$ cat config.mk
export PLATFORM = sky130hd
export DESIGN_NAME = store_write_coalescer
export DESIGN_NICKNAME = d
export VERILOG_FILES = /design/src/rtl/store_write_coalescer.sv
export SDC_FILE = /design/constraint.sdc
export NUM_CORES = 1
export LEC_CHECK = 0
export CAP_MARGIN = 20
export CORE_AREA = 3 3 130 132
export CTS_CLUSTER_SIZE = 20
export DETAILED_ROUTE_END_ITERATION = 7
export DIE_AREA = 0 0 133 135
export GPL_ROUTABILITY_DRIVEN = 1
export GPL_TIMING_DRIVEN = 0
export PLACE_DENSITY_LB_ADDON = 0.05
export SLEW_MARGIN = 0
export SYNTH_ARGS = -nofsm -noshare
export SYNTH_HDL_FRONTEND = slang
export SYNTH_SLANG_ARGS = --single-unit
$ cat constraint.sdc
create_clock -name clk_i -period 3.4 [get_ports clk_i]
set_clock_uncertainty 0.05 [all_clocks]
set_input_delay 0.85 -clock clk_i [delete_from_list [all_inputs] [get_ports clk_i]]
set_output_delay 0.85 -clock clk_i [all_outputs]
set_load 0.005 [all_outputs]
$ cat src/rtl/store_write_coalescer.sv
// store_write_coalescer
//   Merges consecutive committed stores that hit the same XLEN-aligned word
//   into one entry, then issues that entry to the D$ write port with req/gnt.
//
//   Ports:
//     clk_i, rst_ni          clock, async active-low reset
//     drain_i                close the open entry and issue it now
//     empty_o                no entry held and no request outstanding
//     valid_i/ready_o        committed store handshake
//     paddr_i/data_i/be_i/size_i   store payload (data pre-aligned to word)
//     req_o/gnt_i            D$ write handshake
//     addr_o/wdata_o/be_o/size_o   D$ write payload (zero unless req_o)
//
//   Optional: define STORE_COALESCE_STATS_EN to add stat_merges_o and
//   stat_issues_o (32-bit saturating event counters).
module store_write_coalescer #(
    parameter int unsigned PLEN    = 56,
    parameter int unsigned XLEN    = 64,
    parameter int unsigned TIMEOUT = 8
) (
    input  logic              clk_i,
    input  logic              rst_ni,
    input  logic              drain_i,
    output logic              empty_o,
    input  logic              valid_i,
    output logic              ready_o,
    input  logic [PLEN-1:0]   paddr_i,
    input  logic [XLEN-1:0]   data_i,
    input  logic [XLEN/8-1:0] be_i,
    input  logic [1:0]        size_i,
    output logic              req_o,
    input  logic              gnt_i,
    output logic [PLEN-1:0]   addr_o,
    output logic [XLEN-1:0]   wdata_o,
    output logic [XLEN/8-1:0] be_o,
    output logic [1:0]        size_o
`ifdef STORE_COALESCE_STATS_EN
    ,
    output logic [31:0]       stat_merges_o,
    output logic [31:0]       stat_issues_o
`endif
);

    localparam int unsigned BEW = XLEN / 8;
    localparam int unsigned OFF = $clog2(BEW);
    // Keep the timer at least one bit wide so TIMEOUT=0 still elaborates.
    localparam int unsigned TW  = (TIMEOUT > 0) ? $clog2(TIMEOUT + 1) : 1;
    localparam logic [TW-1:0] TMAX = TW'(TIMEOUT);

    typedef enum logic [1:0] {IDLE, OPEN, ISSUE} state_e;

    state_e                 state_q, state_d;
    logic [PLEN-OFF-1:0]    waddr_q, waddr_d;
    logic [XLEN-1:0]        data_q, data_d;
    logic [BEW-1:0]         be_q, be_d;
    logic [1:0]             size_q, size_d;
    logic                   merged_q, merged_d;
    logic [TW-1:0]          timer_q, timer_d;

    logic match, close, merge, grant;

    // Byte offset bits only select lanes, which be_i already encodes.
    logic unused_addr_lo;
    assign unused_addr_lo = ^paddr_i[OFF-1:0];

    assign match = valid_i && (paddr_i[PLEN-1:OFF] == waddr_q);

    always_comb begin
        state_d  = state_q;
        waddr_d  = waddr_q;
        data_d   = data_q;
        be_d     = be_q;
        size_d   = size_q;
        merged_d = merged_q;
        timer_d  = timer_q;
        ready_o  = 1'b0;
        empty_o  = 1'b0;
        req_o    = 1'b0;
        addr_o   = '0;
        wdata_o  = '0;
        be_o     = '0;
        size_o   = '0;
        close    = 1'b0;
        merge    = 1'b0;
        grant    = 1'b0;

        unique case (state_q)
            IDLE: begin
                ready_o = 1'b1;
                empty_o = 1'b1;
                if (valid_i) begin
                    waddr_d  = paddr_i[PLEN-1:OFF];
                    data_d   = data_i;
                    be_d     = be_i;
                    size_d   = size_i;
                    merged_d = 1'b0;
                    timer_d  = '0;
                    state_d  = (TIMEOUT > 0) ? OPEN : ISSUE;
                end
            end
            OPEN: begin
                // Close has priority: a matching store that arrives together
                // with drain or the timeout is held back, not merged.
                close   = drain_i || (timer_q == TMAX) || (valid_i && !match);
                ready_o = match && !drain_i && (timer_q != TMAX);
                if (close) begin
                    state_d = ISSUE;
                    timer_d = '0;
                end else if (ready_o) begin
                    merge    = 1'b1;
                    merged_d = 1'b1;
                    timer_d  = '0;
                    be_d     = be_q | be_i;
                    for (int k = 0; k < BEW; k++) begin
                        if (be_i[k]) data_d[8*k +: 8] = data_i[8*k +: 8];
                    end
                end else begin
                    timer_d = timer_q + TW'(1);
                end
            end
            ISSUE: begin
                req_o   = 1'b1;
                addr_o  = {waddr_q, {OFF{1'b0}}};
                wdata_o = data_q;
                be_o    = be_q;
                // A merged entry may span several sizes; issue as a full
                // word and let the byte enables mask it.
                size_o  = merged_q ? 2'd3 : size_q;
                if (gnt_i) begin
                    grant    = 1'b1;
                    state_d  = IDLE;
                    waddr_d  = '0;
                    data_d   = '0;
                    be_d     = '0;
                    size_d   = '0;
                    merged_d = 1'b0;
                    timer_d  = '0;
                end
            end
            default: state_d = IDLE;
        endcase
    end

    always_ff @(posedge clk_i or negedge rst_ni) begin
        if (!rst_ni) begin
            state_q  <= IDLE;
            waddr_q  <= '0;
            data_q   <= '0;
            be_q     <= '0;
            size_q   <= '0;
            merged_q <= 1'b0;
            timer_q  <= '0;
        end else begin
            state_q  <= state_d;
            waddr_q  <= waddr_d;
            data_q   <= data_d;
            be_q     <= be_d;
            size_q   <= size_d;
            merged_q <= merged_d;
            timer_q  <= timer_d;
        end
    end

`ifdef STORE_COALESCE_STATS_EN
    logic [31:0] merges_q, merges_d, issues_q, issues_d;

    always_comb begin
        merges_d = merges_q;
        issues_d = issues_q;
        if (merge && (merges_q != '1)) merges_d = merges_q + 32'd1;
        if (grant && (issues_q != '1)) issues_d = issues_q + 32'd1;
    end

    always_ff @(posedge clk_i or negedge rst_ni) begin
        if (!rst_ni) begin
            merges_q <= '0;
            issues_q <= '0;
        end else begin
            merges_q <= merges_d;
            issues_q <= issues_d;
        end
    end

    assign stat_merges_o = merges_q;
    assign stat_issues_o = issues_q;
`else
    logic unused_stats;
    assign unused_stats = merge ^ grant;
`endif

endmodule

---- After elaboration in Yosys (flattened, before gate mapping) ----
Index checks and enable logic that the tools add are counted.
storage, ports and cells
  word-level logic and storage cells ...... 102
  register bits after elaboration ......... 134
cells by class
  mux-type cells .......................... 45
  bitwise operators ....................... 1
  reductions and logical operators ........ 23
  $add $sub $neg .......................... 1
  equal/unequal tests ..................... 18
operators with widths
  operator             number
  $mux 64              5
  $pmux 64 s3          1
  $mux 53              2
  $pmux 53 s2          1
  $mux 8               13
  $mux 56              1
  $eq 53x53->1         1
  $reduce_and 6->1     8
  $ne 2x2->1 const B   13
  $pmux 8 s3           1
  $mux 4               4
  $mux 2               6
  $pmux 4 s3           1
  $reduce_and 3->1     3
  $or 8x8->8           1
  $mux 1               6
  $pmux 2 s3           1
  $reduce_and 5->1     1
  $add 4x1->4 const B  1
  $eq 4x4->1 const B   1
  $logic_and 1x1->1    4
  $ne 4x4->1 const B   1
  $pmux 2 s2           1
  $pmux 1 s3           1
  8 further kinds      10

---- Logic depth before layout (Yosys ltp) ----
Gate-level depths: netlist of run 1.
  word-level depth ........................ 7
  depth in mapped cells ................... 9
  mapped depth without buffers ............ 8

---- Least setup slack after synthesis of run 1 ----
OpenSTA, ideal clock, no wires.
  path kind ............................... input to output
  start point ............................. input paddr_i[15]
  end point ............................... output ready_o
  path slack .............................. 353 ps
  path buffers ............................ 0
  cell stages on the path ................. 6
  required time ........................... 2500 ps
  data arrival time ....................... 2147 ps
  cell sequence ........................... xor2_1 -> nor4_2 -> nand4_2 -> nor4_4 -> nand2_1 -> nand2_1
between the ends
  longest elaborated chain between the ends .. 5
RTL lines
  item                             line  RTL
  start, declared                  27    input logic [PLEN-1:0] paddr_i,
  $eq 53x53->1                     66    assign match = valid_i && (paddr_i[PLEN-1:OFF] == waddr_q);
  $logic_and 1x1->1                66
  $logic_and 1x1->1 (2 in series)  105   ready_o = match && !drain_i && (timer_q != TMAX);
  $pmux 1 s2                       87    unique case (state_q)
  end, declared                    26    output logic ready_o,
Every way passes these cells.

---- Worst setup path after layout of run 1 ----
  start point ............................. register state_q[0]
  end point ............................... output addr_o[26]
between the ends
  longest elaborated chain between the ends .. 2
RTL lines
  item                    line  RTL
  start, declared         52    state_e state_q, state_d;
  start signal, assigned  154   state_q <= state_d;
  $eq 2x2->1              87
  $mux 56                 87
  end, declared           33    output logic [PLEN-1:0] addr_o,
Every way passes these cells.

==> reports/metrics.sh, run 1 <==
FIRST_ITER_VIOLATIONS=343
CLKLATENCYLATEPIN_NS=0.42
FINAL_SETUP_VIOLS=0
POST_SYNTH_INST_COUNT=728
MAX-VDD-IR-DROP_V=0.000409
DISTINCT_CELLS_SYNTH=41
FINAL_NETS=1162
ROUTE.ANTENNA.REMAINING_NETS=0
CTS_TREE='built'
ASYNCSETRESETFLOPFRACSYNTH=1.00
POST_SYNTHESIS_CELL_AREA_UM2=7130
YOSYS_REGISTER_BITS=134
CRITICALPATHCATEGORY='reg2out'
SYNTH_TOP_FLOP_CELL='sky130_fd_sc_hd__dfrtp_1'
POST_SYNTHESIS_SIMPLE_GATE_AREA_FRACTION=0.286
CTS_MAX_LEVEL=4
SLEW_VIOL_FINAL=0
CRITPATHCAPTURETYPE='primary output'
DRT_FIRST_PASS_ITERS=5
MET1WIRELENGTH_UM=10100
POST-LAYOUT-TOTAL-POWER_mW=9.53
SYNTH_XOR_AREA_FRAC=0.0651
COMBINATIONAL_FAMILY_WITH_THE_MOST_AREA_AFTER_SYNTHESIS='simple AND/OR/NAND/NOR gates'
ROUTED_WIRE_LENGTH_PER_INSTANCE_UM=18.3
IOS=268
GRT_FIRST_PASS_WIRELENGTH_UM=35900
LEAKAGE_nW=5.04
FINALCRITICALPERIOD_NS=3.33
PLACE.DETAILED.HPWL_UM=16600
MIN_PERIOD_OVER_PERIOD=0.980
DR_TOTAL_VIAS=6557
DIE_H_UM=135
BUFFER_PORTS.INSERTED=260
FIN_SETUP_TNS_NS=0
SYN_AVG_CELL_AREA_UM2=9.79
WORSTPATHREQUIRED_NS=2.50
STD_CELL_ROWS=46
ROUTE.MET3.WL_UM=1580
YS_SEQ_AREA_FRAC=0.471
CLOCK_PIN_SLEW_ON_THE_WORST_SETUP_AND_HOLD_PATHS_NS=0.06
YOSYS.AREA_SHARE.ADDER=0.0105
MAX_SLEW_MARGIN=0.260
OVERFLOW=0
MAXCAPVIOLATIONS=0
SYNTH.AREA.MUX_SHARE=0.0246
TIMING.CRITICAL_PATH.FANOUT_MAX=10
DRT_WL_TOTAL_UM=22900
FMAX_MHz=300
INITIAL_CELL_DENSITY_OF_THE_CORE=0.450
CTS.ROOT.BUFFER_CELL='sky130_fd_sc_hd__clkbuf_16'
FLOORPLAN.CORE_AREA_UM2=15800
MIN-DELAY-PATH-CLASS='in2async'
CRITPATHARRIVALTIME_NS=2.43
GRT_SETUP_UNREPAIRED='yes'
POWERDENSITY_nW_PER_UM2=868
OVERALL_GLOBAL_ROUTING_USAGE=0.254
LAYOUT-DRIVE-GT1-SHARE=0.116
GP_CONGESTION=0.827
FLOORPLAN.DIE_AREA_UM2=18000
OUTCOME='finished, final reports clean'
GRT_ANTENNA_BEFORE_REPAIR=5
DIE_WIDTH_UM=133
SYNTH_COMPOUND_AREA_FRAC=0.109
LAYOUT-AREA-OVERHEAD-VS-SYNTH_PCT=54.1
FILLCELLCOUNT=1270
GRT_START_MAX_NET_PINS=86
MAX_SLEW.WORST_PIN.SLEW_NS=1.11
MET2ROUTEDLENGTH_UM=10700
YOSYSWARNINGCOUNT=0
START_KIND='register'
MAX_USED_LAYER='met5'
SYNTH-EDFF-COUNT=0
CLOCKBUFFERDEPTH=2
FIRST_GLOBAL_VIAS=6720
VIAS_PER_CELL=5.23
ROUTE.DETAILED.DRC=0
CTS_HOLD_BUFFERS=0
NUMCTSBUFFERS=17
HOLD_VIOL=0
CTS_NUM_SINKS=134
[cell usage after synthesis, drive strengths merged, types with 7 or more instances]
master | number | area share
and3 | 7 | 0.0061
nor2b | 11 | 0.0097
clkbuf | 37 | 0.019
nand2 | 127 | 0.067
nor4 | 21 | 0.029
mux2 | 11 | 0.023
and2 | 125 | 0.11
o2bb2ai | 8 | 0.0098
nor2 | 8 | 0.0042
inv | 9 | 0.0047
dfrtp | 134 | 0.47
a21o | 10 | 0.011
buf | 11 | 0.0095
nand3 | 65 | 0.046
a32o | 48 | 0.067
xor2 | 53 | 0.065
[cells by family after synthesis]
family	count (synthesis)
DFF	134
AOI/OAI and AO/OA	87
xor gates and xnor gates	53
buffers and inverters	57
and+or+nand+nor	378
muxes	12
other	1
adders and majority gates	6
[state kept, by name, indices dropped and copies added (netlist names)]
signal / flops
waddr_q: 53
be_q: 8
state_q: 2
data_q: 64
timer_q: 4
merged_q: 1
size_q: 2
[critical path, stage by stage, from the launching register on]
cell,delay [ns]
sky130_fd_sc_hd__dfrtp_1,0.40
sky130_fd_sc_hd__inv_1,0.11
sky130_fd_sc_hd__ha_2,0.24
sky130_fd_sc_hd__clkbuf_8,0.19
sky130_fd_sc_hd__clkbuf_8,0.18
sky130_fd_sc_hd__buf_4,0.19
sky130_fd_sc_hd__and2_1,0.18
sky130_fd_sc_hd__clkdlybuf4s50_1,0.51
[per-layer routing]
| metal | GRT usage | up-vias |
|---|---|---|
| met3 | 0.0674 | 38 |
| met1 | 0.344 | 3185 |
| li1 | - | 3099 |
| met5 | 0 | - |
| met4 | 0.0895 | 2 |
| met2 | 0.394 | 233 |
[repair_timing]
| action | in CTS | in global routing |
|---|---|---|
| pin swaps | 21 | 24 |
| resized for setup | 91 | 37 |
| buffers inserted | 8 | 4 |
| endpoints found under the setup margin | 123 | 148 |
[cells in the final DEF (no fill, tap or decap), types with 11 or more instances in the layout]
cell,count
sky130_fd_sc_hd__nand2_1,127
sky130_fd_sc_hd__dfrtp_1,134
sky130_fd_sc_hd__xor2_2,17
sky130_fd_sc_hd__buf_4,18
sky130_fd_sc_hd__dlygate4sd2_1,37
sky130_fd_sc_hd__nand3_1,60
sky130_fd_sc_hd__dlymetal6s2s_1,11
sky130_fd_sc_hd__nor2b_1,11
sky130_fd_sc_hd__and2_1,124
sky130_fd_sc_hd__mux2_4,11
sky130_fd_sc_hd__a32o_1,48
sky130_fd_sc_hd__clkbuf_16,17
sky130_fd_sc_hd__xor2_1,36
sky130_fd_sc_hd__clkdlybuf4s50_1,206
sky130_fd_sc_hd__clkbuf_1,21
[worst paths after layout]
check                            from          end  slack, ns  cells past startpoint
max                        state_q[0]   addr_o[26]       0.07                      7
min                            rst_ni    data_q[4]       0.31                      1
max reg2reg                state_q[0]  waddr_q[12]       0.42                      8
min reg2reg                 size_q[1]    size_q[1]       0.43                      2
max in group asynchronous      rst_ni   waddr_q[1]       2.17                      2
min in group clk_i          size_q[1]    size_q[1]       0.43                      2
[through the flow]
| step | instance area, µm² | setup slack (ns) | util | cells | hold WS (ns) |
|---|---|---|---|---|---|
| global route | 11000 | -0.000325 | 0.694 | 1253 | 0.342 |
| CTS | 10800 | 0.00364 | 0.684 | 1245 | 0.322 |
| detailed placement | 10000 | -1.09 | 0.634 | 1207 | 0.414 |
| global placement | 10000 | -4.15 | 0.632 | 1206 | 0.405 |
| finish | 11000 | 0.0688 | 0.694 | 1253 | 0.310 |
| floorplan | 7130 | 0.353 | - | 730 | 0.387 |
[layout make-up]
cell class                 instances  area [µm²]  share of cell area
buffer                            47         262              0.0238
sequential                       134        3350               0.305
clock buffer                      18         429              0.0391
inverter                           9        33.8             0.00308
timing repair buffer             273        2690               0.245
antenna                            4        10.0            0.000911
clock inverter                    13         158              0.0144
multi-input combinational        539        3780               0.344
tap                              216         270              0.0246
[report_power, final]
part,switching (mW),total [mW],internal [mW],leakage (nW)
Clock,0.726,1.87,1.15,0.278
Combinational,2.54,4.81,2.27,3.07
Sequential,0.506,2.85,2.34,1.69
Power figures use the tool's default switching activity.
==> run 2, diff against run 1 <==
Settings changed: CORE_AREA 3 3 130 132 to 3 3 129 131, CTS_BUF_LIST set to sky130_fd_sc_hd__clkbuf_8, DIE_AREA 0 0 133 135 to 0 0 132 134.
==> run 2 against run 1 <==
Effect of this change: worst setup slack lost 0.024 ns; sequential cell count did not move; register-to-register slack got worse by 0.26 ns; fmax decreased by 0.72%; sequential share of layout area up 0.42 points; cell count rose by 0.72%; highest routed layer unchanged; sequential power is essentially flat.
==> reports/metrics.sh, run 2 (same netlist as run 1, synthesis figures left out) <==
OUTCOME='finished, final reports clean'
MAX_SLEW.WORST_PIN.SLEW_NS=1.14
GRT_FIRST_PASS_WIRELENGTH_UM=36300
ROUTE.DETAILED.DRC=0
LARGEST_REGISTER_FF_COUNT=64
MOST_COMMON_CELL_AFTER_LAYOUT_FILL_AND_TAPS_ASIDE='sky130_fd_sc_hd__clkdlybuf4s50_1'
COMB_POWER_SHARE=0.538
DRT_WL_TOTAL_UM=23100
PLACE.DETAILED.HPWL_UM=16500
R2R_SLACK_NS=0.16
MIN_PERIOD_OVER_PERIOD=0.987
TOTAL_NON_FILLER_CELL_AREA_IN_THE_FINISHED_LAYOUT_UM2=10800
POWER_FRAC_CLOCK=0.146
FINALCOREUTILIZATION=0.690
LAYOUT-AREA-OVERHEAD-VS-SYNTH_PCT=52.0
FIN_SETUP_TNS_NS=0
CTS_TREE='built'
GRT_UTIL_MET3=0.0713
FLOORPLAN.CORE_AREA_UM2=15700
DRT_FIRST_PASS_ITERS=5
WORSTPATHREQUIRED_NS=2.50
DIE_H_UM=134
NUMCTSBUFFERS=17
CLOCK_PIN_SLEW_ON_THE_WORST_SETUP_AND_HOLD_PATHS_NS=0.07
GP_CONGESTION=0.827
TIMING.CRITICAL_PATH.SLOWEST_CELL_DELAY_NS=0.32
CRITICALPATHCATEGORY='in2out'
FINAL_NETS=1169
POWERDENSITY_nW_PER_UM2=834
HOLD_SLACK_NS=0.283
FINAL_SETUP_VIOLS=0
FLOORPLAN.DIE_AREA_UM2=17700
MET2_USAGE=0.420
CTS_HOLD_BUFFERS=0
ENDPOINT='ready_o'
CRIT_PATH_CELL_TRACE='dlygate4sd2_1 -> xor2_2 -> nor4_2 -> nand4_1 -> nor4_4 -> nand2_1 -> nand2_1 -> buf_2'
STD_CELL_ROWS=46
OVERALL_GLOBAL_ROUTING_USAGE=0.259
TOP_REGISTER='data_q'
INTERNAL_POWER_mW=5.33
FINALCRITICALPERIOD_NS=3.36
CTS_NUM_SINKS=134
TIMING.CRITICAL_PATH.FANOUT_MAX=2
CRITICAL_PATH.REG2REG.ENDPOINT='data_q[2]'
PRECTSSETUPSLACK_NS=-1.08
CRITPATHCAPTURETYPE='primary output'
FMAX_MHz=298
TOP_REGS='data_q: 64 flops, waddr_q: 53 flops, be_q: 8 flops'
NETSWITCHINGPOWER_mW=3.71
START_KIND='input pin'
POST_DP_CELL_AREA_UM2=10000
CTS_MAX_LEVEL=4
CRITPATHSLOWESTCELL='sky130_fd_sc_hd__nor4_4'
SWSHARE=0.410
HOLD_VIOL=0
ROUTED_WIRE_LENGTH_PER_INSTANCE_UM=18.3
DIE_WIDTH_UM=132
LAYOUT-DRIVE-GT1-SHARE=0.128
FIRST_GLOBAL_VIAS=6804
DR_TOTAL_VIAS=6605
R2R-START='timer_q[1]'
GRT_USE_MET1=0.343
MAXCAPVIOLATIONS=0
WORST_SETUP_PATH_STARTPOINT='paddr_i[31]'
SEQUENTIAL_GROUP_SHARE_OF_TOTAL_POWER=0.316
ROUTE.ANTENNA.REMAINING_NETS=0
MAX_SLEW_MARGIN=0.243
BUFFER_PORTS.INSERTED=260
SLEW_VIOL_FINAL=0
VIAS_PER_CELL=5.23
INITIAL_CELL_DENSITY_OF_THE_CORE=0.454
OVERFLOW=0
LEAKAGE_nW=5.01
MIN-DELAY-PATH-CLASS='in2async'
LAYOUT_COMMON_CELLS='205 x sky130_fd_sc_hd__clkdlybuf4s50_1, 134 x sky130_fd_sc_hd__dfrtp_1, 127 x sky130_fd_sc_hd__nand2_1'
CLKLATENCYLATEPIN_NS=0.45
REG2REGPATHDEPTH=17
FIRST_ITER_VIOLATIONS=399
CTS.ROOT.BUFFER_CELL='sky130_fd_sc_hd__clkbuf_8'
CRITPATHARRIVALTIME_NS=2.46
GRT_BUSIEST_LAYER='met2'
GRT_ANTENNA_BEFORE_REPAIR=5
FINALWORSTSETUPSLACK_NS=0.0447
CLOCKBUFFERDEPTH=2
CRITICAL_PATH.MOST_COMMON_CELL='sky130_fd_sc_hd__nand2_1'
IOS=268
MAX-VDD-IR-DROP_V=0.000393
GRT_START_MAX_NET_PINS=83
run 2: cell type report:
| type | count | area, µm² |
|---|---|---|
| Antenna cell | 5 | 12.5 |
| Buffer | 47 | 253 |
| Clock buffer | 23 | 317 |
| Clock inverter | 9 | 73.8 |
| Fill cell | 1256 | 4880 |
| Inverter | 9 | 33.8 |
| Multi-Input combinational cell | 539 | 3790 |
| Sequential cell | 134 | 3350 |
| Tap cell | 216 | 270 |
| Timing Repair Buffer | 280 | 2730 |
run 2: what timing repair did:
item / 4_1_cts / 5_1_grt
setup buffers: 16 / 4
gates resized for setup: 86 / 55
endpoints found under the setup margin: 123 / 164
pin swaps: 19 / 22
run 2: per-layer routing:
| metal | share of wire | routed length [µm] | up-vias |
|---|---|---|---|
| met5 | 0.00056 | 13 | - |
| met4 | 0.015 | 340 | 2 |
| met3 | 0.065 | 1510 | 26 |
| met2 | 0.48 | 11000 | 231 |
| met1 | 0.44 | 10200 | 3231 |
| li1 | - | - | 3115 |
run 2: power by group through the flow:
stage,Combinational (mW),Clock [mW],Sequential (mW)
6_report,4.86,1.32,2.86
5_1_grt,5.34,1.41,2.94
4_1_cts,4.79,1.34,2.83
3_5_place_dp,4.64,0,2.83
3_3_place_gp,4.57,0,2.81
2_1_floorplan,2.83,0,2.69
run 2: worst min-delay path by stage:
stage / end / startpoint / slack, ns
after detailed placement: timer_q[3] / timer_q[3] / 0.41
final: data_q[5] / rst_ni / 0.28
after global placement: size_q[1] / size_q[1] / 0.41
after global routing: data_q[5] / rst_ni / 0.32
after CTS: data_q[5] / rst_ni / 0.31
after floorplan: timer_q[3] / timer_q[3] / 0.39
run 2: worst max-delay path: cells and delay by family:
family | cells | cell delay [ns]
and+or+nand+nor | 5 | 1.03
buffers and inverters | 2 | 0.40
xor gates and xnor gates | 1 | 0.19
run 2: metrics by stage:
stage | std cells | power (mW)
floorplan | 730 | 5.52
global placement | 1206 | 7.37
detailed placement | 1207 | 7.47
CTS | 1254 | 8.96
global route | 1261 | 9.69
finish | 1262 | 9.04
==> run 3, diff against run 2 <==
Settings changed: CAP_MARGIN 20 to not set, PLACE_DENSITY set to 0.92, PLACE_DENSITY_LB_ADDON 0.05 to not set.
==> run 3 against run 2 <==
Effect of this change: the flow now finishes with violations (setup timing); critical endpoint unchanged; design area decreased by 1.1%; critical path type unchanged; largest power group unchanged; routed wire length increased by 3.4%; worst setup slack got worse by 0.049 ns.
==> reports/metrics.sh, run 3 (same netlist as run 1, synthesis figures left out) <==
DIE_WIDTH_UM=132
VIAS_PER_CELL=5.43
ROUTED_WIRE_LENGTH_PER_INSTANCE_UM=19.1
CRITICAL_PATH.MOST_COMMON_CELL='sky130_fd_sc_hd__nand2_1'
GRT_ANTENNA_BEFORE_REPAIR=3
OUTCOME='complete, but fails checks'
ROUTE.ANTENNA.REMAINING_NETS=0
FLOORPLAN.CORE_AREA_UM2=15700
LAYOUT-DRIVE-GT1-SHARE=0.104
CTS_NUM_SINKS=134
FIRST_ITER_VIOLATIONS=473
TOP_REGS='data_q: 64 flops, waddr_q: 53 flops, be_q: 8 flops'
COMB_POWER_SHARE=0.536
HOLD_VIOL=0
POST_DP_CELL_AREA_UM2=10000
WORST_SETUP_PATH_STARTPOINT='paddr_i[16]'
CTS_MAX_LEVEL=4
MIN-DELAY-PATH-CLASS='in2async'
WORSTPATHREQUIRED_NS=2.50
PLACE.DETAILED.HPWL_UM=17500
CRITICALPATHCATEGORY='in2out'
ROUTE.DETAILED.DRC=0
TOP_REGISTER='data_q'
FINAL_NETS=1160
OVERFLOW=0
CRITICAL_PATH.REG2REG.ENDPOINT='data_q[55]'
SLEW_VIOL_FINAL=0
CLOCK_PIN_SLEW_ON_THE_WORST_SETUP_AND_HOLD_PATHS_NS=0.08
SEQUENTIAL_GROUP_SHARE_OF_TOTAL_POWER=0.320
PRECTSSETUPSLACK_NS=-1.04
BUFFER_PORTS.INSERTED=260
CRITPATHARRIVALTIME_NS=2.50
GRT_SETUP_UNREPAIRED='yes'
LEAKAGE_nW=5.04
REG2REGPATHDEPTH=8
OVERALL_GLOBAL_ROUTING_USAGE=0.267
LAYOUT-AREA-OVERHEAD-VS-SYNTH_PCT=50.4
VIOLATIONS_IN_THE_FINAL_REPORTS='setup timing'
GP_CONGESTION=0.846
IOS=268
FINALCOREUTILIZATION=0.682
FLOORPLAN.DIE_AREA_UM2=17700
FINAL_SETUP_VIOLS=1
FINALCRITICALPERIOD_NS=3.40
TIMING.CRITICAL_PATH.SLOWEST_CELL_DELAY_NS=0.45
DR_TOTAL_VIAS=6791
CTS_TREE='built'
NUMCTSBUFFERS=17
POWERDENSITY_nW_PER_UM2=833
TIMING.CRITICAL_PATH.FANOUT_MAX=2
CRITPATHCAPTURETYPE='primary output'
FIN_SETUP_TNS_NS=-0.00422
LARGEST_REGISTER_FF_COUNT=64
ENDPOINT='ready_o'
CRIT_PATH_CELL_TRACE='clkdlybuf4s50_1 -> xor2_1 -> nor3_2 -> nand4_2 -> nor4_4 -> nand2_1 -> nand2_1 -> buf_2'
GRT_FIRST_PASS_WIRELENGTH_UM=37300
CRITPATHSLOWESTCELL='sky130_fd_sc_hd__clkdlybuf4s50_1'
FINALWORSTSETUPSLACK_NS=-0.00422
CTS.ROOT.BUFFER_CELL='sky130_fd_sc_hd__clkbuf_8'
INTERNAL_POWER_mW=5.27
SWSHARE=0.410
MAXCAPVIOLATIONS=0
CTS_HOLD_BUFFERS=0
INITIAL_CELL_DENSITY_OF_THE_CORE=0.454
CLOCKBUFFERDEPTH=2
MIN_PERIOD_OVER_PERIOD=1.00
DRT_WL_TOTAL_UM=23800
STD_CELL_ROWS=46
MAX-VDD-IR-DROP_V=0.000436
DRT_FIRST_PASS_ITERS=7
DIE_H_UM=134
POWER_FRAC_CLOCK=0.144
CLKLATENCYLATEPIN_NS=0.44
MOST_COMMON_CELL_AFTER_LAYOUT_FILL_AND_TAPS_ASIDE='sky130_fd_sc_hd__clkdlybuf4s50_1'
R2R_SLACK_NS=0.26
TOTAL_NON_FILLER_CELL_AREA_IN_THE_FINISHED_LAYOUT_UM2=10700
FILLCELLCOUNT=1179
R2R-START='waddr_q[22]'
GRT_START_MAX_NET_PINS=75
MAX_SLEW.WORST_PIN.SLEW_NS=0.977
LAYOUT_COMMON_CELLS='211 x sky130_fd_sc_hd__clkdlybuf4s50_1, 134 x sky130_fd_sc_hd__dfrtp_1, 127 x sky130_fd_sc_hd__nand2_1'
FIRST_GLOBAL_VIAS=7023
START_KIND='input pin'
NETSWITCHINGPOWER_mW=3.66
MAX_SLEW_MARGIN=0.349
FMAX_MHz=294
==> run 3: cell types whose count changed in the layout (fill, tap and decap cells not counted), moves of 3 or more <==
cell,delta
sky130_fd_sc_hd__buf_4,-12
sky130_fd_sc_hd__nor4_4,-3
sky130_fd_sc_hd__dlymetal6s2s_1,+12
sky130_fd_sc_hd__nor4_2,+3
sky130_fd_sc_hd__xor2_1,+7
sky130_fd_sc_hd__dlygate4sd2_1,-9
sky130_fd_sc_hd__clkdlybuf4s15_1,-5
sky130_fd_sc_hd__clkdlybuf4s50_1,+6
sky130_fd_sc_hd__clkbuf_4,+3
sky130_fd_sc_hd__clkbuf_2,-4
sky130_fd_sc_hd__xor2_2,-7
sky130_fd_sc_hd__clkbuf_8,-4
sky130_fd_sc_hd__inv_1,+4
==> run 3: how the worst min path moves through the flow <==
stage / from / end / cells after the start
2_1_floorplan: timer_q[3] / timer_q[3] / 1
3_3_place_gp: timer_q[3] / timer_q[3] / 1
3_5_place_dp: size_q[1] / size_q[1] / 2
4_1_cts: rst_ni / data_q[29] / 1
5_1_grt: rst_ni / data_q[29] / 1
6_report: rst_ni / data_q[29] / 1
==> run 3: repair_timing <==
action	4_1_cts	5_1_grt
gates resized for setup	66	39
cloned	0	0
setup buffers	6	4
hold endpoints to repair	0	0
pin swaps	15	15
endpoints found under the setup margin	127	169
==> run 3: power by group through the flow <==
stage               sequential (mW)  combinational, mW  clock [mW]
detailed placement             2.84               4.61           0
CTS                            2.83               4.72        1.31
floorplan                      2.69               2.83           0
finish                         2.86               4.79        1.28
global placement               2.79               4.49           0
global route                   2.95               5.24        1.37
==> run 3: per-stage QoR <==
step | instances | hold WS (ns) | total power [mW]
after floorplan | 730 | 0.387 | 5.52
after global placement | 1206 | 0.407 | 7.28
after detailed placement | 1207 | 0.415 | 7.44
after CTS | 1244 | 0.383 | 8.86
after global routing | 1250 | 0.417 | 9.56
final | 1251 | 0.385 | 8.93
==> run 3: area by class of cell <==
type                    instances  area [µm²]  share of cell area
multi-input cells             539        3700               0.345
flip-flops and latches        134        3350               0.313
repair buffers                271        2730               0.254
well taps                     216         270              0.0252
clock buffers                  19         262              0.0244
plain buffers                  47         253              0.0236
clock inverters                13         118              0.0110
inverters                       9        33.8             0.00315
diodes                          3        7.51            0.000700
==> run 3: routing by layer <==
layer	wire length, µm	part of all wire	GRT usage	vias to the layer above
li1	-	-	-	3094
met1	9270	0.39	0.322	3274
met2	11700	0.49	0.445	349
met3	1830	0.077	0.0795	74
met4	1000	0.042	0.116	0
met5	0	0	0	-
==> run 3: worst max-delay path: cells and delay by family <==
kind	cells	cell delay [ns]
simple gates	5	0.87
buf+inv	2	0.58
xor+xnor	1	0.18
